[config.mk]
export PLATFORM = sky130hd
export DESIGN_NAME = othello_ctrl
export DESIGN_NICKNAME = d
export VERILOG_FILES = /design/src/rtl/othello_ctrl.sv
export SDC_FILE = /design/constraint.sdc
export NUM_CORES = 1
export LEC_CHECK = 0
export CORE_MARGIN = 5
export CORE_UTILIZATION = 29
export DETAILED_ROUTE_END_ITERATION = 6
export GPL_ROUTABILITY_DRIVEN = 0
export GPL_TIMING_DRIVEN = 0
export PLACE_DENSITY_LB_ADDON = 0.05
export SETUP_SLACK_MARGIN = 0.4
export SLEW_MARGIN = 20
export SYNTH_ARGS = -nofsm -noshare
export SYNTH_HDL_FRONTEND = slang
export SYNTH_SLANG_ARGS = --single-unit
[constraint.sdc]
create_clock -name clock -period 5.4 [get_ports clock]
set_clock_uncertainty 0.05 [all_clocks]
set_input_delay 0.54 -clock clock [delete_from_list [all_inputs] [get_ports clock]]
set_output_delay 0.54 -clock clock [all_outputs]
set_load 0.02 [all_outputs]
[src/rtl/othello_ctrl.sv]
`default_nettype none
// ============================================================================
// Module      : othello_ctrl
// Description : Sequencing controller for the Othello cursor/plot datapath.
//               Turns debounced button levels into one-hot datapath commands,
//               handshakes each sprite redraw with the VGA sprite drawer,
//               enforces board bounds and move legality, and guards every
//               redraw with a shared timeout counter.
// Revision    : 1.0 - initial release
// ============================================================================
module othello_ctrl #(
  parameter int PLOT_TIMEOUT = 1024
) (
  input  logic       clock,
  input  logic       resetn,
  input  logic       key_up,
  input  logic       key_down,
  input  logic       key_left,
  input  logic       key_right,
  input  logic       key_place,
  input  logic [2:0] x,
  input  logic [2:0] y,
  input  logic       place_ok,
  input  logic       plot_done,
  output logic       move_up,
  output logic       move_down,
  output logic       move_left,
  output logic       move_right,
  output logic       plot_empty,
  output logic       plot_box,
  output logic       place_disk,
  output logic       turn_side,
  output logic       plot_start,
  output logic       busy,
  output logic       reject,
  output logic       timeout_err
);

  localparam int              c_CW      = $clog2(PLOT_TIMEOUT);
  localparam logic [c_CW-1:0] c_CNT_MAX = c_CW'(PLOT_TIMEOUT - 1);

  // Key vector bit positions, highest index = highest priority.
  localparam int c_K_RIGHT = 0;
  localparam int c_K_LEFT  = 1;
  localparam int c_K_DOWN  = 2;
  localparam int c_K_UP    = 3;
  localparam int c_K_PLACE = 4;

  typedef enum logic [3:0] {
    S_INIT  = 4'd0,
    S_IDLE  = 4'd1,
    S_MOVE  = 4'd2,
    S_MGAP  = 4'd3,
    S_ERASE = 4'd4,
    S_DRAW  = 4'd5,
    S_PLACE = 4'd6,
    S_TURN  = 4'd7,
    S_TGAP  = 4'd8
  } state_t;

  typedef enum logic [1:0] {
    D_UP    = 2'd0,
    D_DOWN  = 2'd1,
    D_LEFT  = 2'd2,
    D_RIGHT = 2'd3
  } dir_t;

  state_t          r_state;
  state_t          w_state_nxt;
  dir_t            r_dir;
  dir_t            w_dir_nxt;
  dir_t            w_mv_dir;
  logic            w_mv_ev;
  logic            w_mv_edge;
  logic [4:0]      w_key;
  logic [4:0]      r_prev;
  logic [4:0]      w_ev;
  logic [c_CW-1:0] r_cnt;
  logic            w_expired;
  logic            w_wait;
  logic            r_run;
  logic            r_timeout_err;
  logic            w_timeout_set;
  logic            r_reject;
  logic            w_reject_set;

  assign w_key     = {key_place, key_up, key_down, key_left, key_right};
  assign w_ev      = w_key & ~r_prev;
  assign w_expired = (r_cnt == c_CNT_MAX);
  assign w_wait    = (r_state == S_INIT) || (r_state == S_ERASE) ||
                     (r_state == S_DRAW) || (r_state == S_PLACE);

  // Previous key levels, refreshed every cycle so a held key never re-fires.
  always_ff @(posedge clock or posedge resetn) begin
    if (resetn) r_prev <= '0;
    else        r_prev <= w_key;
  end

  // r_run masks the outputs while reset is applied and arms INIT on the
  // first clock after release, so the INIT redraw starts on that edge.
  always_ff @(posedge clock or posedge resetn) begin
    if (resetn) r_run <= 1'b0;
    else        r_run <= 1'b1;
  end

  // State, latched direction and the single-cycle reject pulse.
  always_ff @(posedge clock or posedge resetn) begin
    if (resetn) begin
      r_state  <= S_INIT;
      r_dir    <= D_UP;
      r_reject <= 1'b0;
    end else begin
      r_state  <= w_state_nxt;
      r_dir    <= w_dir_nxt;
      r_reject <= w_reject_set;
    end
  end

  // Redraw timeout counter: zeroed on every state change, saturates at max.
  always_ff @(posedge clock or posedge resetn) begin
    if (resetn) begin
      r_cnt <= '0;
    end else if (!r_run || (w_state_nxt != r_state)) begin
      r_cnt <= '0;
    end else if (!w_expired) begin
      r_cnt <= r_cnt + c_CW'(1);
    end
  end

  // Sticky drawer-timeout flag; only reset clears it.
  always_ff @(posedge clock or posedge resetn) begin
    if (resetn)             r_timeout_err <= 1'b0;
    else if (w_timeout_set) r_timeout_err <= 1'b1;
  end

  // Highest-priority move event and whether the cursor is already at that edge.
  always_comb begin
    w_mv_ev   = 1'b1;
    w_mv_dir  = D_UP;
    w_mv_edge = 1'b0;
    if (w_ev[c_K_UP]) begin
      w_mv_dir  = D_UP;
      w_mv_edge = (y == 3'd0);
    end else if (w_ev[c_K_DOWN]) begin
      w_mv_dir  = D_DOWN;
      w_mv_edge = (y == 3'd7);
    end else if (w_ev[c_K_LEFT]) begin
      w_mv_dir  = D_LEFT;
      w_mv_edge = (x == 3'd0);
    end else if (w_ev[c_K_RIGHT]) begin
      w_mv_dir  = D_RIGHT;
      w_mv_edge = (x == 3'd7);
    end else begin
      w_mv_ev   = 1'b0;
    end
  end

  // Next-state logic; plot_done wins over an expiring counter in the same cycle.
  always_comb begin
    w_state_nxt   = r_state;
    w_dir_nxt     = r_dir;
    w_reject_set  = 1'b0;
    w_timeout_set = 1'b0;
    case (r_state)
      S_INIT: begin
        if (r_run) begin
          if (plot_done) begin
            w_state_nxt = S_IDLE;
          end else if (w_expired) begin
            w_state_nxt   = S_IDLE;
            w_timeout_set = 1'b1;
          end
        end
      end
      S_IDLE: begin
        if (w_ev[c_K_PLACE]) begin
          if (place_ok) w_state_nxt  = S_PLACE;
          else          w_reject_set = 1'b1;
        end else if (w_mv_ev && !w_mv_edge) begin
          w_state_nxt = S_MOVE;
          w_dir_nxt   = w_mv_dir;
        end
      end
      S_MOVE:  w_state_nxt = S_MGAP;
      S_MGAP:  w_state_nxt = S_ERASE;
      S_ERASE: begin
        if (plot_done) begin
          w_state_nxt = S_DRAW;
        end else if (w_expired) begin
          w_state_nxt   = S_IDLE;
          w_timeout_set = 1'b1;
        end
      end
      S_DRAW: begin
        if (plot_done) begin
          w_state_nxt = S_IDLE;
        end else if (w_expired) begin
          w_state_nxt   = S_IDLE;
          w_timeout_set = 1'b1;
        end
      end
      S_PLACE: begin
        if (plot_done) begin
          w_state_nxt = S_TURN;
        end else if (w_expired) begin
          w_state_nxt   = S_IDLE;
          w_timeout_set = 1'b1;
        end
      end
      S_TURN:  w_state_nxt = S_TGAP;
      S_TGAP:  w_state_nxt = S_DRAW;
      default: w_state_nxt = S_IDLE;
    endcase
  end

  // Moore output decode, forced low while reset is applied.
  always_comb begin
    move_up    = 1'b0;
    move_down  = 1'b0;
    move_left  = 1'b0;
    move_right = 1'b0;
    plot_empty = 1'b0;
    plot_box   = 1'b0;
    place_disk = 1'b0;
    turn_side  = 1'b0;
    plot_start = 1'b0;
    busy       = 1'b0;
    if (r_run) begin
      busy       = (r_state != S_IDLE);
      plot_start = w_wait && (r_cnt == '0);
      case (r_state)
        S_INIT:  plot_box   = 1'b1;
        S_DRAW:  plot_box   = 1'b1;
        S_ERASE: plot_empty = 1'b1;
        S_PLACE: place_disk = 1'b1;
        S_TURN:  turn_side  = 1'b1;
        S_MOVE: begin
          move_up    = (r_dir == D_UP);
          move_down  = (r_dir == D_DOWN);
          move_left  = (r_dir == D_LEFT);
          move_right = (r_dir == D_RIGHT);
        end
        default: ;
      endcase
    end
  end

  assign reject      = r_reject;
  assign timeout_err = r_timeout_err;

endmodule
`default_nettype wire

After elaboration in Yosys (flattened, before gate mapping)
Cells that the tools add are included.
{ "word_totals": {"inputBits": 15, "rom_bits": 0, "register_bits": 24, "latchBits": 0, "out_inout_bits": 12, "wordCells": 92, "mem_bits_rw": 0, "mem_count": 0} }
{ "classes": {"n_reduce_logical": 16, "order_cmp": 0, "div": 0, "muxes": 48, "eq_ne": 17, "n_addsub": 1, "multipliers": 0, "shifts": 0, "n_bitwise": 3} }
{ "op_table": {"columns": ["op", "count"], "rows": [
  ["4-bit case mux with 9 select lines", 1],
  ["1-bit two-way mux", 32],
  ["4-bit two-way mux", 8],
  ["10-bit two-way mux", 2],
  ["4-bit by 3-bit equality test with 1-bit output (second input constant)", 4],
  ["10-bit by 1-bit adder with 10-bit output (second input constant)", 1],
  ["10-bit equality test (second input constant)", 1],
  ["10-bit zero test", 1],
  ["4-bit by 2-bit equality test with 1-bit output (second input constant)", 2],
  ["2-bit two-way mux", 4],
  ["3-bit equality test (second input constant)", 2],
  ["3-bit zero test", 2],
  ["5-bit AND", 1],
  ["5-bit NOT", 1],
  ["2-bit equality test (second input constant)", 2],
  ["4-bit by 1-bit equality test with 1-bit output (second input constant)", 1],
  ["4-bit equality test (second input constant)", 1],
  ["4-bit zero test", 1],
  ["1-bit logical OR", 4],
  ["4-bit by 1-bit != test with 1-bit output (second input constant)", 1],
  ["4-bit != test", 1],
  ["3-bit AND reduction", 1],
  ["3-bit OR reduction", 1],
  ["2-bit by 1-bit equality test with 1-bit output (second input constant)", 1],
  ["7 further kinds", 9]
]} }

Depth between registers and ports, before layout
{ "logic_depth": {"word_depth": 14, "depth_mapped": 8, "ltp_nobuf": 6} }

Least setup slack after synthesis
No wires, ideal clock.
{ "synth_path": {"path_kind": "register -> output", "start": "register r_state[0]", "end": "output port plot_start", "setup_slack_ns": 3.224, "arrival_time_ns": 1.586, "required_time_ns": 4.810, "path_stages_with_launch": 6, "n_path_buf": 1, "path_cell_list": "dfrtp_1 > buf_1 > nor2_1 > a21oi_1 > nand4b_1 > nor4_1"} }
{ "synth_between": {"elab_chain_cells": 6, "word_cells_on_any_way": 9, "cone_classes": "eq/ne (3); mux (1); reduce/logical (5)"} }
{ "synth_lines": {"columns": ["element", "line", "rtl"], "rows": [
  ["start: declaration", "68", "state_t r_state;"],
  ["start signal: assignment", "113", "r_state <= w_state_nxt;"],
  ["4-bit by 3-bit equality test with 1-bit output / 4-bit zero test (equally long branches)", "90", "assign w_wait = (r_state == S_INIT) || (r_state == S_ERASE) ||"],
  ["1-bit logical OR (2 in a row)", "90", null],
  ["1-bit logical OR (*)", "91", "(r_state == S_DRAW) || (r_state == S_PLACE);"],
  ["1-bit logical AND (*)", "230", "plot_start = w_wait && (r_cnt == '0);"],
  ["1-bit two-way mux (*)", "228", "if (r_run) begin"],
  ["end: declaration", "33", "output logic plot_start,"]
]} }
Every way passes the cells marked *; elsewhere a longest branch is shown, timed or not.

Final worst setup path
{ "layout_path": {"start": "register r_state[0]", "end": "output port move_up"} }
{ "layout_between": {"elab_chain_cells": 3} }
{ "layout_lines": {"columns": ["element", "line", "rtl"], "rows": [
  ["4-bit by 2-bit equality test with 1-bit output", "231", "case (r_state)"],
  ["1-bit two-way mux", "231", null],
  ["1-bit two-way mux", "228", null],
  ["end: declaration", "25", "output logic move_up,"]
]} }
Every way passes these cells.

==> run_results.csv <==
group,metric,value,unit
worst_hold_path,whs_path_depth,2,
clock_tree,cts_buffers,3,
power,powerDensity,343.4,nW/um^2
sta,slew_violations,0,
place,dp_hpwl,2662,microns
final_layout,layout_commonest_cell,"clkdlybuf4s50_1",
clock_tree,post-cts-setup-buffers,0,
final_layout,nets,208,
final_layout,areaGrowthSynthToFinish,26.55,%
yosys,synth_edf_count,0,
yosys,syn_nets,177,
grt,antenna_found_initial,0,
sta,hold_viol,0,
worst_hold_path,hold_start,"timeout_err$_DFFE_PP0P_",
setup_path,cp_max_fo,10,
sta,finalSetupViolations,0,
setup_path,worstSetupPathType,"flip-flop to primary output",
floorplan,fp.dieW,82.34,microns
worst_hold_path,hold_end,"timeout_err$_DFFE_PP0P_",
setup_path,cp_cell_sequence,"buf_1 > nand2b_1 > nor3_1 > nor3b_1 > clkdlybuf4s50_1",
clock_tree,hold_buffers,0,
yosys,async_flop_share,100.0,%
yosys,avgSynthCellArea,9.486,sq um
grt,grt_max_degree,25,
power,p_leak,0.7676,nW
floorplan,start_util,29.72,%
yosys,yosys_warnings,0,
route,drc,0,
place,place_area,1866,sq um
sta,slew-limit-headroom,41.37,%
route,first_iter_violations,44,
floorplan,placementRows,26,
yosys,synth_seq_cells,24,
sta,max_slew.worst_pin.slew,0.8740,ns
grt,grt.total_usage,11.43,%
floorplan,pin_count,27,
status,outcome,"finished clean",
place,dp_slack,2.723,ns
yosys,synth.distinct_cells,50,
sta,setup_tns,0,ns
setup_path,r2r_slack,3.15,ns
clock_tree,insertion_delay,0.26,ns
worst_hold_path,hold_path.class,"flip-flop to flip-flop",
route,vias,1249,
sta,rsz0062_at_grt,"no",
setup_path,cp-end-kind,"primary output",
setup_path,cp.required,4.81,ns
route,viasPerCell,4.804,
yosys,netlist_area,1518,sq um
setup_path,worst_setup_path_start_kind,"flip-flop",
setup_path,r2r_end,"r_cnt[2]$_DFFE_PP0P_",
yosys,syn_inst,160,
clock_tree,clkSlewWorstSetupHoldPaths,0.09,ns
final_layout,drive_gt1_share,9.474,%
clock_tree,cts_sinks,24,
yosys,seq_area_frac_synth,39.57,%
final_layout,design_area,1921,sq um
clock_tree,cts-htree-levels,1,
route,avgRoutedWirePerCell,13.28,microns
sta,setup_ws,2.454,ns
final_layout,num_antenna_cells,0,
sta,fin_crit_sh,54.56,%
power,total_power,659.6,uW
grt,grt-ovfl-total,0,
floorplan,core-area,5107,sq um
setup_path,cp_data_arrival_time,2.36,ns
setup_path,worst_path_largest_cell_delay,0.64,ns
setup_path,cp_slowest_cell,"clkdlybuf4s50_1",
final_layout,fin_util,37.60,%
setup_path,r2r_start,"r_cnt[0]$_DFFE_PP0P_",
setup_path,r2r_cells,7,
final_layout,final_cell_mix,"clkdlybuf4s50_1 (26), dfrtp_1 (24), nor3_1 (13), nor2_1 (13), nand2_1 (9)",
sta,min_period,2.946,ns
clock_tree,cts-root-buf,"clkbuf_8",
route,ant_nets,0,
clock_tree,cts_tree,"yes",
route,wirelength,3453,microns
grt,grt_pass1_vias,1316,
clock_tree,clockBufferDepth,2,
job,maxCapViolCount,0,
power,ir_drop,143.2,uV
floorplan,fp.dieArea,6780,sq um
clock_tree,cts_resized,0,
sta,fmax,0.3394,GHz
place,port_buffers,26,
grt,grt_first_pass_wirelength,6092,microns
route,first_pass_iters,4,
floorplan,die_y,82.34,microns
yosys,synthFlopType,"dfrtp_1",
per-layer routing:
metal | part of all wire [%] | track usage [%]
met5 | 0 | 0
met4 | 0.58 | 2.990
met3 | 3.5 | 2.061
met2 | 46 | 18.59
met1 | 50 | 15.56
layout make-up:
class                           count  area, sq um
Sequential cell                    24        600.6
Multi-Input combinational cell    121        835.8
Timing Repair Buffer               26        260.3
Buffer                              9        58.81
Clock buffer                        4        55.05
Inverter                            6        22.52
Tap cell                           70        87.58
Fill cell                         547         3187
synthesized netlist by cell type (2+ instances only):
cell type | count | share of area (%)
buf_6 | 3 | 2.2
and4_1 | 2 | 1.2
nand4b_1 | 2 | 1.2
o21a_1 | 2 | 0.99
nor4_1 | 2 | 0.82
nor2b_1 | 5 | 2.1
nor2_1 | 13 | 3.2
nand2_1 | 9 | 2.2
buf_2 | 2 | 0.66
and3_1 | 3 | 1.2
a21boi_0 | 2 | 0.99
nand2b_1 | 8 | 3.3
inv_1 | 6 | 1.5
mux2i_1 | 3 | 2.0
clkbuf_1 | 3 | 0.74
nor3_1 | 13 | 4.3
xor2_1 | 4 | 2.3
ha_1 | 2 | 1.6
a21o_1 | 2 | 0.99
and2_1 | 2 | 0.82
a31oi_1 | 3 | 1.2
o211ai_1 | 2 | 0.99
nand3_1 | 7 | 2.3
o21ai_0 | 5 | 1.6
a21oi_1 | 4 | 1.3
nand4_1 | 3 | 1.2
dfrtp_1 | 24 | 40
nor4_4 | 2 | 2.8
power breakdown:
group	total, mW	switching, mW	internal (mW)
clock network	0.124	0.0592	0.0651
logic	0.308	0.170	0.137
registers	0.228	0.0223	0.205
total	0.660	0.252	0.408
critical path, delay by kind of cell, from the launching register on:
family | cells | cell delay, ns
buffers and inverters | 2 | 0.88
flip-flops | 1 | 0.42
AND/OR/NAND/NOR | 3 | 0.80
per-stage QoR:
stage	instances	hold WS [ns]
2_1_floorplan	160	0.4500
3_3_place_gp	256	0.4139
3_5_place_dp	256	0.4181
4_1_cts	260	0.4412
5_1_grt	260	0.4588
6_report	260	0.4283
sequential cells by signal (all words and copies together), names as in the netlist:
signal / count
r_prev: 5
reject: 1
r_cnt: 10
r_dir: 2
r_run: 1
r_state: 4
timeout_err: 1
worst max path at each step:
stage,startpoint,slack [ns],to
after CTS,r_state[0]$_DFF_PP0_,2.40,move_up
after detailed placement,r_state[0]$_DFF_PP0_,2.72,move_up
final,r_state[0]$_DFF_PP0_,2.45,move_up
after global placement,r_state[0]$_DFF_PP0_,2.75,move_up
after floorplan,r_state[0]$_DFF_PP0_,3.22,plot_start
after global routing,r_state[0]$_DFF_PP0_,2.27,move_up
logic make-up after synthesis:
kind of cell	after synthesis	share of synthesized area, %
AO/OA/AOI/OAI	31	15.09
XOR/XNOR	5	2.885
adder cells (fa/ha/maj)	2	1.649
buffers and inverters	15	5.358
flip-flops	24	39.57
multiplexers	4	2.721
other	1	0.2471
AND/OR/NAND/NOR	78	32.48
Power figures use the tool's default switching activity.
